--- config.mk ---
export PLATFORM = sky130hd
export DESIGN_NAME = instr_loader
export DESIGN_NICKNAME = d
export VERILOG_FILES = /design/src/rtl/instr_loader.sv
export SDC_FILE = /design/constraint.sdc
export NUM_CORES = 1
export LEC_CHECK = 0
export CORE_MARGIN = 8
export CORE_UTILIZATION = 39
export DETAILED_ROUTE_END_ITERATION = 6
export PLACE_DENSITY = 0.81
export SETUP_SLACK_MARGIN = 0.1
export SLEW_MARGIN = 20
export SYNTH_ARGS = -nofsm -noshare
export SYNTH_HDL_FRONTEND = slang
export SYNTH_SLANG_ARGS = --single-unit
--- constraint.sdc ---
create_clock -name clk -period 1.7 [get_ports clk]
set_input_delay 0.34 -clock clk [delete_from_list [all_inputs] [get_ports clk]]
set_output_delay 0.34 -clock clk [all_outputs]
set_load 0.01 [all_outputs]
--- src/rtl/instr_loader.sv ---
// Instruction loader: debounced push-button capture of IN_W-bit chunks, assembled
// LSB-first into an INSTR_W-bit word and handed to the fetch stage via valid/ready.
module instr_loader #(
  parameter  int IN_W            = 8,
  parameter  int INSTR_W         = 16,
  parameter  int SYNC_STAGES     = 2,
  parameter  int DEBOUNCE_CYCLES = 4,
  localparam int NCHUNK          = INSTR_W / IN_W,
  localparam int CW              = (NCHUNK > 1) ? $clog2(NCHUNK) : 1
) (
  input  logic               clk,
  input  logic               rst_n,
  input  logic [IN_W-1:0]    din,
  input  logic               btn,
  input  logic               abort,
  output logic [INSTR_W-1:0] instr_out,
  output logic               instr_valid,
  input  logic               instr_ready,
  output logic [CW-1:0]      chunk_idx,
  output logic               hold,
  output logic               overrun
);

  localparam int DW = (DEBOUNCE_CYCLES > 1) ? $clog2(DEBOUNCE_CYCLES) : 1;
  localparam logic [DW-1:0] CNT_LAST = DW'(DEBOUNCE_CYCLES - 1);
  localparam logic [CW-1:0] LAST_IDX = CW'(NCHUNK - 1);

  typedef enum logic {
    S_FILL = 1'b0,
    S_HOLD = 1'b1
  } state_t;

  state_t                   state_q;
  state_t                   state_d;
  logic [SYNC_STAGES-1:0]   sync_q;
  logic                     btn_s;
  logic                     deb_level;
  logic [DW-1:0]            deb_cnt;
  logic                     press;
  logic [CW-1:0]            idx_d;
  logic [INSTR_W-1:0]       instr_d;
  logic                     overrun_d;

  // Metastability guard for the asynchronous button.
  always_ff @(posedge clk or negedge rst_n) begin
    if (!rst_n) begin
      sync_q <= '0;
    end else begin
      sync_q <= {sync_q[SYNC_STAGES-2:0], btn};
    end
  end

  assign btn_s = sync_q[SYNC_STAGES-1];

  // The level only flips after btn_s has disagreed with it for DEBOUNCE_CYCLES edges.
  always_ff @(posedge clk or negedge rst_n) begin
    if (!rst_n) begin
      deb_level <= 1'b0;
      deb_cnt   <= '0;
    end else if (btn_s == deb_level) begin
      deb_cnt <= '0;
    end else if (deb_cnt == CNT_LAST) begin
      deb_level <= ~deb_level;
      deb_cnt   <= '0;
    end else begin
      deb_cnt <= deb_cnt + 1'b1;
    end
  end

  assign press = btn_s & ~deb_level & (deb_cnt == CNT_LAST);

  always_ff @(posedge clk or negedge rst_n) begin
    if (!rst_n) begin
      state_q   <= S_FILL;
      chunk_idx <= '0;
      instr_out <= '0;
      overrun   <= 1'b0;
    end else begin
      state_q   <= state_d;
      chunk_idx <= idx_d;
      instr_out <= instr_d;
      overrun   <= overrun_d;
    end
  end

  // A press landing on the transfer edge starts the next instruction instead of being lost.
  always_comb begin
    state_d   = state_q;
    idx_d     = chunk_idx;
    instr_d   = instr_out;
    overrun_d = overrun;
    if (abort) begin
      state_d   = S_FILL;
      idx_d     = '0;
      overrun_d = 1'b0;
    end else begin
      unique case (state_q)
        S_FILL: begin
          if (press) begin
            for (int i = 0; i < NCHUNK; i++) begin
              if (chunk_idx == CW'(i)) begin
                instr_d[i*IN_W +: IN_W] = din;
              end
            end
            if (chunk_idx == LAST_IDX) begin
              idx_d   = '0;
              state_d = S_HOLD;
            end else begin
              idx_d = chunk_idx + 1'b1;
            end
          end
        end
        S_HOLD: begin
          if (instr_ready) begin
            state_d = S_FILL;
            if (press) begin
              instr_d[IN_W-1:0] = din;
              if (NCHUNK == 1) begin
                state_d = S_HOLD;
              end else begin
                idx_d = CW'(1);
              end
            end
          end else if (press) begin
            overrun_d = 1'b1;
          end
        end
        default: begin
          state_d = S_FILL;
        end
      endcase
    end
  end

  assign instr_valid = (state_q == S_HOLD);
  assign hold        = (state_q == S_HOLD);

endmodule

# Yosys cells after proc, flatten, opt, wreduce, memory -nomap -nowiden
# Cells that the tools add are included.
[classes]
addsub = 2
n_eq_ne = 10
mux = 21
n_bitwise = 6
reduce_logical = 7
[ops]
columns = ["operator", "n"]
rows = [
  ["$mux W8", 4],
  ["$pmux W8 S2", 1],
  ["$mux W1", 12],
  ["$ne A2 B2 Y1 const B", 4],
  ["$ne A3 B3 Y1 const B", 2],
  ["$reduce_and A3 Y1", 2],
  ["$reduce_and A5 Y1", 1],
  ["$mux W2", 2],
  ["$not A1 Y1", 4],
  ["$pmux W1 S2", 2],
  ["$reduce_and A4 Y1", 1],
  ["$reduce_bool A2 Y1", 2],
  ["$ne A3 B2 Y1 const B", 1],
  ["$add A2 B1 Y2 const B", 1],
  ["$and A1 B1 Y1", 2],
  ["$eq A2 B2 Y1 const B", 1],
  ["$ne A2 B1 Y1 const B", 1],
  ["$reduce_and A2 Y1", 1],
  ["$add A1 B1 Y1 const B", 1],
  ["$eq A1 B1 Y1", 1],
]
[totals]
register_bits = 24
in_bits = 13
out_inout_bits = 20
word_cells = 54

# Logic depth before layout (Yosys ltp)
# Gate-level depths: netlist of run 1.
[logic_depth]
depth_word = 7
ltp_mapped = 5
ltp_nobuf = 5

# Least setup slack after synthesis of run 1
# No wires, ideal clock.
[synth_timing]
kind = "reg-to-reg"
from = "register deb_level"
to = "register instr_out[0]"
setup_time_ns = 0.125
arrival_ns = 1.497
t_required_ns = 1.575
path_slack_ns = 0.078
stages_incl_launch_ff = 6
path_buffers = 0
synth_period_minus_slack_ns = 1.622
path_cell_list = "dfrtp_1 > inv_1 > ha_1 > nand2_1 > a2111oi_4 > mux2_2"
[synth_between]
elab_chain_len = 5
elab_cells_between_ends = 6
cone_classes = "2 x eq/ne; 3 x bitwise; 1 x reduce/logical"
[synth_rtl]
columns = ["element", "line_no", "source"]
rows = [
  ["from (decl)", "37", "logic deb_level;"],
  ["from (signal assigned)", "63", "deb_level <= ~deb_level;"],
  ["$not A1 Y1 (*)", "70", "assign press = btn_s & ~deb_level & (deb_cnt == CNT_LAST);"],
  ["$and A1 B1 Y1 (*) (2 in series)", "70", ""],
  ["$ne A2 B2 Y1 (no source line) or $ne A2 B1 Y1 (tied branches)", "--", ""],
  ["$reduce_and A5 Y1 (no source line) (*)", "--", ""],
  ["to (signal assigned)", "81", "instr_out <= instr_d;"],
  ["to (decl)", "16", "output logic [INSTR_W-1:0] instr_out,"],
]
# Mark *: on every way between the ends. The rest lies on a longest branch, timed or not.
# A chain may end at the register's enable or synchronous reset.

# Worst setup path in the final report of run 1
[layout_timing]
from = "input instr_ready"
to = "register instr_out[5]"
[layout_between]
elab_chain_len = 2
[layout_rtl]
columns = ["element", "line_no", "source"]
rows = [
  ["from (decl)", "18", "input logic instr_ready,"],
  ["$ne A2 B2 Y1 (no source line)", "--", ""],
  ["$reduce_and A5 Y1 (no source line)", "--", ""],
]
# Every way passes these cells.

==> run metrics, run 1 <==
DRC 0; first-pass GRT wire length roughly 3900 um; switching power 0.4636 mW; worst skew pair latency ~0.31 ns; combinational power share between 30 and 40%; Crit. End Element flop; clock share of power 22.8%; clk buf depth 2; Mapped Area 959.7 um^2; First DRT Iteration DRCs 10; CP top delay family buffers and inverters; Yosys cell types 20; clock skew 0.008447 ns; Routed Antenna Nets 0; chip width roughly 66 um; reg2reg start deb_cnt[0]; CTS tree built; max-cap viol count 0; clock net sink count 24; Hold WC Path Type input pin to async pin; setup violators final 0; status complete, no violations; # rows 18; Pre-antenna DRT Iters 3; final net count around 130; Max FO, Critical Path 3; routability cong. 0.7923; most common cell after layout, fill and taps aside dfrtp_1; drt via density 4.821; WP buf/inv 2; Die ar. approximately 0.0043 mm^2; pin count of the biggest net entering global routing 25; final non-filler cell total between 100 and 150; flip-flop and latch count after synthesis 24; crit-path cells clkdlybuf4s50_1 -> nor2b_4 -> a2111oi_4 -> buf_4 -> mux2_4; CTS Root Buffer Type clkbuf_4; slowest CP cell clkdlybuf4s50_1; # port buffers 32; layout cells sized above 1 35.45%; Crit path arrival time 1.76 ns; WL final 2235 um; sequential fraction of the synthesis area a little over three fifths; Area growth syn-to-layout 61.54%; core area about 0.0024 mm^2; # diodes 0; initial antenna violation count 0; R2R depth 5; clk slew on worst S/H paths between 0.1 and 0.15 ns; hold buffers post-CTS 0; Mapped Cells 64; slowest cell delay on critical path 0.53 ns; Synth Net Count 80; fmax between 600 and 700 MHz; r2r setup slk around 0.16 ns; commonest cells after routing, fill and taps aside 23 x dfrtp_1, 14 x dlymetal6s2s_1, 12 x clkdlybuf4s50_1, 9 x buf_4; Total GRT Usage approximately 12%; Hold Fails Final Rpt 0; Syn Area/Cell 14.99 um^2; vias in the first global route between 800 and 900; Hold WS 0.3619 ns; vias slightly below 700; CP Class input pin to flop; Die Ht about 66 um; Congestion Overflow GR 0; I/O pin cnt 33; # placed instances approximately 130; internal power 1.301 mW; Leak Pwr 0.9298 nW; Max Slew Vio Count 0; RSZ-0062 raised after global routing true; Pwr per Cell Area 1139 mW/mm^2; maximum vdd ir drop approximately 0.78 mV; sw frac about a quarter; Critical Path RT 1.91 ns; number of H-tree levels 1; DP HPWL approximately 1700 um; Tightest Pin Transition roughly 0.31 ns; Num CTS Buffers 3; CP startpoint kind input pin; min Tclk post-route approximately 1.5 ns; Syn. warnings 0; Avg WL per Cell between 15 and 20 um; Starting Density between 30% and 40%; Reg-to-Reg End instr_out[8]; Rel. slew slack 78.70%; Seq pwr share 44.1%; period utilization about nine tenths
-- synth_stat cells --
| cell | instances | share of area [%] |
|---|---|---|
| nand3_1 | 1 | 0.52 |
| inv_1 | 1 | 0.39 |
| o31ai_1 | 1 | 0.78 |
| o21ai_0 | 1 | 0.52 |
| inv_2 | 1 | 0.39 |
| a2111oi_0 | 1 | 0.91 |
| mux2_2 | 16 | 19 |
| ha_1 | 3 | 3.9 |
| nand2_1 | 1 | 0.39 |
| nor3_1 | 1 | 0.52 |
| nor2_1 | 3 | 1.2 |
| clkbuf_2 | 1 | 0.52 |
| a2111oi_4 | 1 | 2.9 |
| xnor2_1 | 1 | 0.91 |
| nand4_1 | 1 | 0.65 |
| nor2b_1 | 3 | 2.0 |
| dfrtp_1 | 24 | 63 |
| a31oi_1 | 1 | 0.65 |
| a211oi_1 | 1 | 0.78 |
| buf_4 | 1 | 0.78 |
-- what timing repair did --
| item | 4_1_cts | 5_1_grt |
|---|---|---|
| buffers inserted | 3 | 2 |
| resized for setup | 10 | 28 |
| setup endpoints to repair | 15 | 22 |
| pin swaps | 0 | 1 |
| hold endpoints to repair | 0 | 0 |
-- flip-flops by register name, summed over array words and instances (netlist names) --
signal,cells
chunk_idx,1
deb_cnt,2
overrun,1
deb_level,1
sync_q,2
hold,1
instr_out,16
-- power groups by stage --
| stage | clock network, mW | registers (mW) | logic, mW |
|---|---|---|---|
| 2_1_floorplan | 0 | 0.813 | 0.181 |
| 3_3_place_gp | 0 | 0.774 | 0.502 |
| 3_5_place_dp | 0 | 0.783 | 0.517 |
| 4_1_cts | 0.414 | 0.774 | 0.512 |
| 5_1_grt | 0.430 | 0.795 | 0.642 |
| 6_report | 0.402 | 0.778 | 0.585 |
-- how the worst max path moves through the flow --
| stage | depth (start not counted) | slack [ns] | startpoint | endpoint |
|---|---|---|---|---|
| 6_report | 5 | 0.15 | instr_ready | instr_out[5] |
| 5_1_grt | 5 | 0.08 | deb_cnt[0] | instr_out[8] |
| 4_1_cts | 1 | 0.10 | instr_out[12] | instr_out[12] |
| 3_5_place_dp | 5 | -0.17 | instr_ready | instr_out[1] |
| 3_3_place_gp | 5 | -0.13 | instr_ready | instr_out[4] |
| 2_1_floorplan | 5 | 0.09 | deb_level | instr_out[0] |
-- logic make-up (layout without fill, tap and decap cells) --
group,count (synthesis),after routing,synth area share (%)
buffers and inverters,4,50,2.085
AND/OR/NAND/NOR,10,10,5.214
AO/OA/AOI/OAI,6,6,6.520
flip-flops,24,24,62.58
XOR/XNOR,1,1,0.9128
adder cells (fa/ha/maj),3,3,3.912
multiplexers,16,16,18.77
-- layer usage --
metal | vias to the layer above | track usage [%] | part of all wire (%) | wire length [um]
li1 | 317 | - | - | -
met1 | 329 | 12.11 | 38 | 853
met2 | 25 | 18.70 | 50 | 1118
met3 | 4 | 6.463 | 11 | 240
met4 | 0 | 4.905 | 1.0 | 23
met5 | - | 0 | 0 | 0
-- through the flow --
| step | utilization (%) | setup TNS [ns] | total power [mW] | cell area [um^2] | setup WS [ns] |
|---|---|---|---|---|---|
| 6_report | 64.33 | 0 | 1.765 | 1550 | 0.1539 |
| 5_1_grt | 64.33 | 0 | 1.868 | 1550 | 0.08315 |
| 4_1_cts | 59.81 | 0 | 1.700 | 1441 | 0.1050 |
| 3_5_place_dp | 56.44 | -2.046 | 1.300 | 1360 | -0.1704 |
| 3_3_place_gp | 56.44 | -1.737 | 1.276 | 1360 | -0.1329 |
| 2_1_floorplan | - | 0 | 0.9949 | 962.2 | 0.09440 |
-- final cells by class --
type                    instances  area, um^2
flip-flops and latches         24       601.8
repair buffers                 44       449.2
clock inverters                 1       30.03
well taps                      30       37.54
inverters                       2       7.507
fillers                       192       859.6
multi-input cells              36       401.6
clock buffers                   3       22.52
No activity file was read; power rests on OpenSTA's default activity.
==> run 2, diff against run 1 <==
CTS_CLUSTER_SIZE = 20   (was unset)
GPL_TIMING_DRIVEN = 0   (was unset)
==> run 2 against run 1 <==
  * The run now ends with negative hold slack left
  * Worst setup slack lost 0.13 ns
  * Sequential power shrank 0.8%
  * Critical path depth is the same
  * Clock-buffer cell count grew 1
  * Die area is the same
  * Wire length grew 4.7%
  * Clock power shrank 29%
  * Via count grew 0.89%
  * Final area shrank 1.2%
  * Highest routed layer unchanged
==> run metrics, run 2 (synthesis results as in run 1) <==
# diodes 0 (unchanged); Hold WC Path Type input pin to async pin; Tightest Pin Transition 0.5275 ns (+0.2160 ns); CTS Root Buffer Type clkbuf_4; pin count of the biggest net entering global routing 25 (unchanged); CTS tree built; Num CTS Buffers 3 (unchanged); max reg flops 16 (unchanged); crit-path cells buf_6 -> nor2b_4 -> a2111oi_4 -> buf_4 -> mux2_4; maximum vdd ir drop 0.9421 mV (+22%); vias 681 (+0.89%); Overall Power 1.668 mW (-5.5%); I/O pin cnt 33 (unchanged); largest register by flop count instr_out; status complete, but fails checks; number of H-tree levels 1 (unchanged); Max Slew Vio Count 0 (unchanged); CP startpoint kind flop; Avg WL per Cell 16.96 um (+6.2%); Max FO, Critical Path 3 (unchanged); most common cell after layout, fill and taps aside dfrtp_1; DRC 0 (unchanged); clock net sink count 24 (unchanged); Rel. slew slack 64.83% (-14 points); vias in the first global route 847 (+1.9%); setup violators final 0 (unchanged); WL final 2340 um (+4.7%); worst skew pair latency 0.30 ns (about the same); drt via density 4.935 (+2.4%); # rows 18 (unchanged); Hold WS -0.003389 ns (-0.3653 ns); Area growth syn-to-layout 59.58%; Leak Pwr 0.9693 nW (+4.2%); Starting Density 39.82% (unchanged); # port buffers 32 (unchanged); CP Class flop to flop; clk slew on worst S/H paths 0.12 ns (about the same); RSZ-0062 raised after global routing true; initial antenna violation count 0 (unchanged); failing checks negative hold slack; Die Ht 65.61 um (unchanged); Congestion Overflow GR 0 (unchanged); clk buf depth 2 (unchanged); clock skew 0.002583 ns (-0.005864 ns); # placed instances 126 (-3.8%); Total Negative Setup Slacks 0 ns (unchanged); final net count 125 (-1.6%); First DRT Iteration DRCs 12 (+2); slowest CP cell dfrtp_1; Critical Path RT 1.90 ns (about the same); commonest cells after routing, fill and taps aside 24 x dfrtp_1, 19 x dlymetal6s2s_1, 11 x clkdlybuf4s50_1, 8 x mux2_2, 8 x mux2_4; Die ar. 0.004304 mm^2 (unchanged); fmax 595.6 MHz (-7.9%); max-cap viol count 0 (unchanged); biggest regs instr_out (16), deb_cnt (2), sync_q (2); Total GRT Usage 11.73% (+0.18 points); routability cong. 0.7554 (-4.7%); Hold Fails Final Rpt 8 (+8); slowest cell delay on critical path 0.42 ns (-0.11 ns); Crit. End Element flop; layout cells sized above 1 35.19% (-0.27 points); Pwr per Cell Area 1089 mW/mm^2 (-4.3%); first-pass GRT wire length 3919 um (+1.6%); Pre-antenna DRT Iters 4 (+1); period utilization 98.77% (+7.8 points); Filler Cells Inserted 197 (+2.6%); hold buffers post-CTS 0 (unchanged); chip width 65.61 um (unchanged); min Tclk post-route 1.679 ns (+0.1330 ns); DP HPWL 1536 um (-7.9%); Routed Antenna Nets 0 (unchanged); Crit path arrival time 1.88 ns (+0.12 ns); final non-filler cell total 138 (-1.4%); core area 0.002410 mm^2 (unchanged)
==> run 2: cell types whose count changed in the layout (fill, tap and decap cells not counted), sizes merged <==
| cell | change |
|---|---|
| buf | -2 |
| dlymetal6s2s | +5 |
| clkdlybuf4s50 | -1 |
| dlygate4sd2 | -5 |
| bufinv | -1 |
| clkbuf | +2 |
==> run 2: power breakdown <==
group	switching (mW)	internal [mW]	leakage, nW
Clock	0.154	0.130	0.0210
Sequential	0.0746	0.698	0.314
Combinational	0.228	0.383	0.634
Total	0.457	1.21	0.969
==> run 2: final timing paths <==
kind                           start      endpoint  slack [ns]  cells after the start
max in group asynchronous      rst_n  instr_out[7]        1.35                      1
setup reg to reg                hold  instr_out[4]        0.02                      5
hold reg to reg            sync_q[0]     sync_q[1]        0.38                      0
setup / recovery                hold  instr_out[4]        0.02                      5
hold / removal                 rst_n  instr_out[3]      -0.003                      1
min in group clk           sync_q[0]     sync_q[1]        0.38                      0
==> run 2: layout make-up <==
type	instances	area (um^2)	share of cell area (%)
Multi-Input combinational cell	36	404.1	26.39
Tap cell	30	37.54	2.451
Timing Repair Buffer	40	432.9	28.27
Inverter	2	7.507	0.4902
Sequential cell	24	600.6	39.22
Clock buffer	4	36.28	2.369
Buffer	2	12.51	0.8170
==> run 2: per-layer routing <==
| metal | share of wire (%) | GRT usage (%) | wire, um |
|---|---|---|---|
| met1 | 38 | 12.02 | 878 |
| met4 | 2.0 | 5.177 | 47 |
| met2 | 49 | 19.56 | 1155 |
| met3 | 11 | 6.122 | 258 |
| met5 | 0 | 0 | 0 |
==> run 2: metrics by stage <==
stage	worst slack, ns	cell area [um^2]	utilization, %
5_1_grt	-0.03364	1531	63.55
2_1_floorplan	0.09440	962.2	-
3_3_place_gp	-0.4201	1320	54.78
4_1_cts	0.05897	1478	61.32
6_report	0.02098	1531	63.55
3_5_place_dp	-0.4421	1320	54.78
==> run 2: worst max-delay path, delay by kind of cell (launching register included) <==
family,cells,cell delay [ns]
DFF,1,0.42
and+or+nand+nor,1,0.13
muxes,1,0.30
AOI/OAI and AO/OA,1,0.38
buffers and inverters,2,0.35
==> run 2: timing repair <==
action,in CTS,in global routing
buffers inserted,8,0
gates resized for setup,16,22
endpoints found under the setup margin,18,35
pin swaps,4,1
==> run 3, diff against run 2 <==
CORE_UTILIZATION = 45   (was 39)
PLACE_DENSITY = 0.88   (was 0.81)
clock period = 2.2 ns   (was 1.7 ns; I/O delays follow)
==> run 3 against run 2 <==
  * The run now ends clean
  * Total power is 28% lower
  * Via count fell by 5.9%
  * Combinational power fell by 36%
  * Clock-buffer cell count is the same
  * Worst setup slack improved by 0.27 ns
  * Global-route usage is 0.55 points lower
  * Non-clock buffer count is 8 lower
  * Final area shrank 12%
  * Core utilization rose by 4.3 points
  * Wire length decreased by 13%
  * Critical path depth down 1
  * Register-to-register slack better by 0.29 ns
  * Highest routed layer unchanged
==> run metrics, run 3 (synthesis results as in run 1) <==
status complete, no violations; CP Class input pin to flop; final non-filler cell total 127 (-8.0%); CP startpoint kind input pin; Pre-antenna DRT Iters 2 (-2); CTS tree built; DP HPWL 1593 um (+3.7%); DRC 0 (unchanged); clock net sink count 24 (unchanged); max-cap viol count 0 (unchanged); Critical Path RT 2.40 ns (+0.50 ns); # diodes 0 (unchanged); Pwr per Cell Area 889.2 mW/mm^2 (-18%); initial antenna violation count 0 (unchanged); max reg flops 16 (unchanged); Routed Antenna Nets 0 (unchanged); Die Ht 62.18 um (-5.2%); CTS resizes 0 (-16); I/O pin cnt 33 (unchanged); Hold WC Path Type input pin to async pin; number of H-tree levels 1 (unchanged); routability cong. 0.6930 (-8.3%); Leak Pwr 0.5998 nW (-38%); chip width 62.18 um (-5.2%); Hold Fails Final Rpt 0 (-8); Total GRT Usage 11.18% (-0.55 points); register area 600.6 um^2 (unchanged); reg2reg start deb_level; hold buffers post-CTS 0 (unchanged); commonest cells after routing, fill and taps aside 31 x clkdlybuf4s50_1, 24 x dfrtp_1, 16 x mux2_2; Max FO, Critical Path 8 (+5); most common cell after layout, fill and taps aside clkdlybuf4s50_1; Die ar. 0.003866 mm^2 (-10%); clock skew 0.002178 ns (-0.0004053 ns); Num CTS Buffers 3 (unchanged); biggest regs instr_out (16), deb_cnt (2), sync_q (2); First DRT Iteration DRCs 17 (+5); Rel. slew slack 53.66% (-11 points); vias in the first global route 754 (-11%); # rows 16 (-2); RSZ-0062 raised after global routing false; vias 641 (-5.9%); Max Slew Vio Count 0 (unchanged); core area 0.001982 mm^2 (-18%); launch point of the worst path instr_ready; CTS Root Buffer Type clkbuf_4; final net count 117 (-6.4%); WL final 2042 um (-13%); first-pass GRT wire length 3519 um (-10%); Area growth syn-to-layout 40.16%; Hold WS 0.08741 ns (+0.09080 ns); Filler Cells Inserted 146 (-26%); # port buffers 32 (unchanged); clk slew on worst S/H paths 0.12 ns (about the same); Crit. End Element flop; largest register by flop count instr_out; Congestion Overflow GR 0 (unchanged); Starting Density 48.42% (+8.6 points); Crit path arrival time 2.10 ns (+0.22 ns); Tightest Pin Transition 0.6951 ns (+0.1676 ns); area of the multi-input gates 339.1 um^2 (-16%); fmax 524.7 MHz; worst skew pair latency 0.30 ns (about the same); layout cells sized above 1 25.00% (-10 points); pin count of the biggest net entering global routing 25 (unchanged); Avg WL per Cell 16.08 um (-5.2%); period utilization between 80% and 90%; maximum vdd ir drop 0.5873 mV (-38%); min Tclk post-route between 1.5 and 2 ns; clk buf depth 2 (unchanged); postcts setup bufs 0 (-8); # placed instances 123 (-2.4%); drt via density 5.047 (+2.3%); setup violators final 0 (unchanged)
run 3: changes by cell type in the layout (fill, tap and decap cells not counted), sizes merged:
cell           delta
buf               -8
dlygate4sd2       -1
clkdlybuf4s50    +20
dlymetal6s2s     -19
run 3: worst paths after layout:
kind | slack, ns | cells after the start | to
setup reg to reg | 0.31 | 5 | instr_out[6]
setup / recovery | 0.29 | 4 | instr_out[6]
hold / removal | 0.09 | 1 | instr_out[4]
max in group asynchronous | 1.77 | 1 | instr_out[3]
min in group clk | 0.36 | 0 | sync_q[1]
hold reg to reg | 0.36 | 0 | sync_q[1]
run 3: metal layers:
layer | up-vias | global-route usage, % | wire length [um]
li1 | 300 | - | -
met1 | 318 | 11.64 | 809
met2 | 21 | 19.15 | 1046
met3 | 2 | 5.556 | 173
met4 | 0 | 3.499 | 12
met5 | - | 0 | 0
run 3: critical path, cell delays in order:
cell	delay [ns]
clkdlybuf4s50_1	0.51
nor2b_1	0.10
a2111oi_4	0.63
mux2_2	0.42
run 3: power by group:
group	switching, mW	internal [mW]
logic	0.156	0.232
registers	0.0484	0.539
clock network	0.120	0.101
run 3: per-stage QoR:
step           area (um^2)  worst slack (ns)  power, mW  setup TNS, ns  util [%]
4_1_cts               1350            0.2695      1.218              0     68.12
3_3_place_gp          1314           0.01298     0.9703              0     66.29
2_1_floorplan        959.7            0.5784     0.7662              0         -
6_report              1345            0.2940      1.196              0     67.87
3_5_place_dp          1314          -0.06688     0.9945        -0.3876     66.29
5_1_grt               1345            0.1776      1.274              0     67.87
run 3: cell type report:
type | instances | share of cell area [%]
clock buffers | 4 | 2.698
inverters | 2 | 0.5581
repair buffers | 32 | 23.44
well taps | 27 | 2.512
flip-flops and latches | 24 | 44.65
plain buffers | 2 | 0.9302
multi-input cells | 36 | 25.21
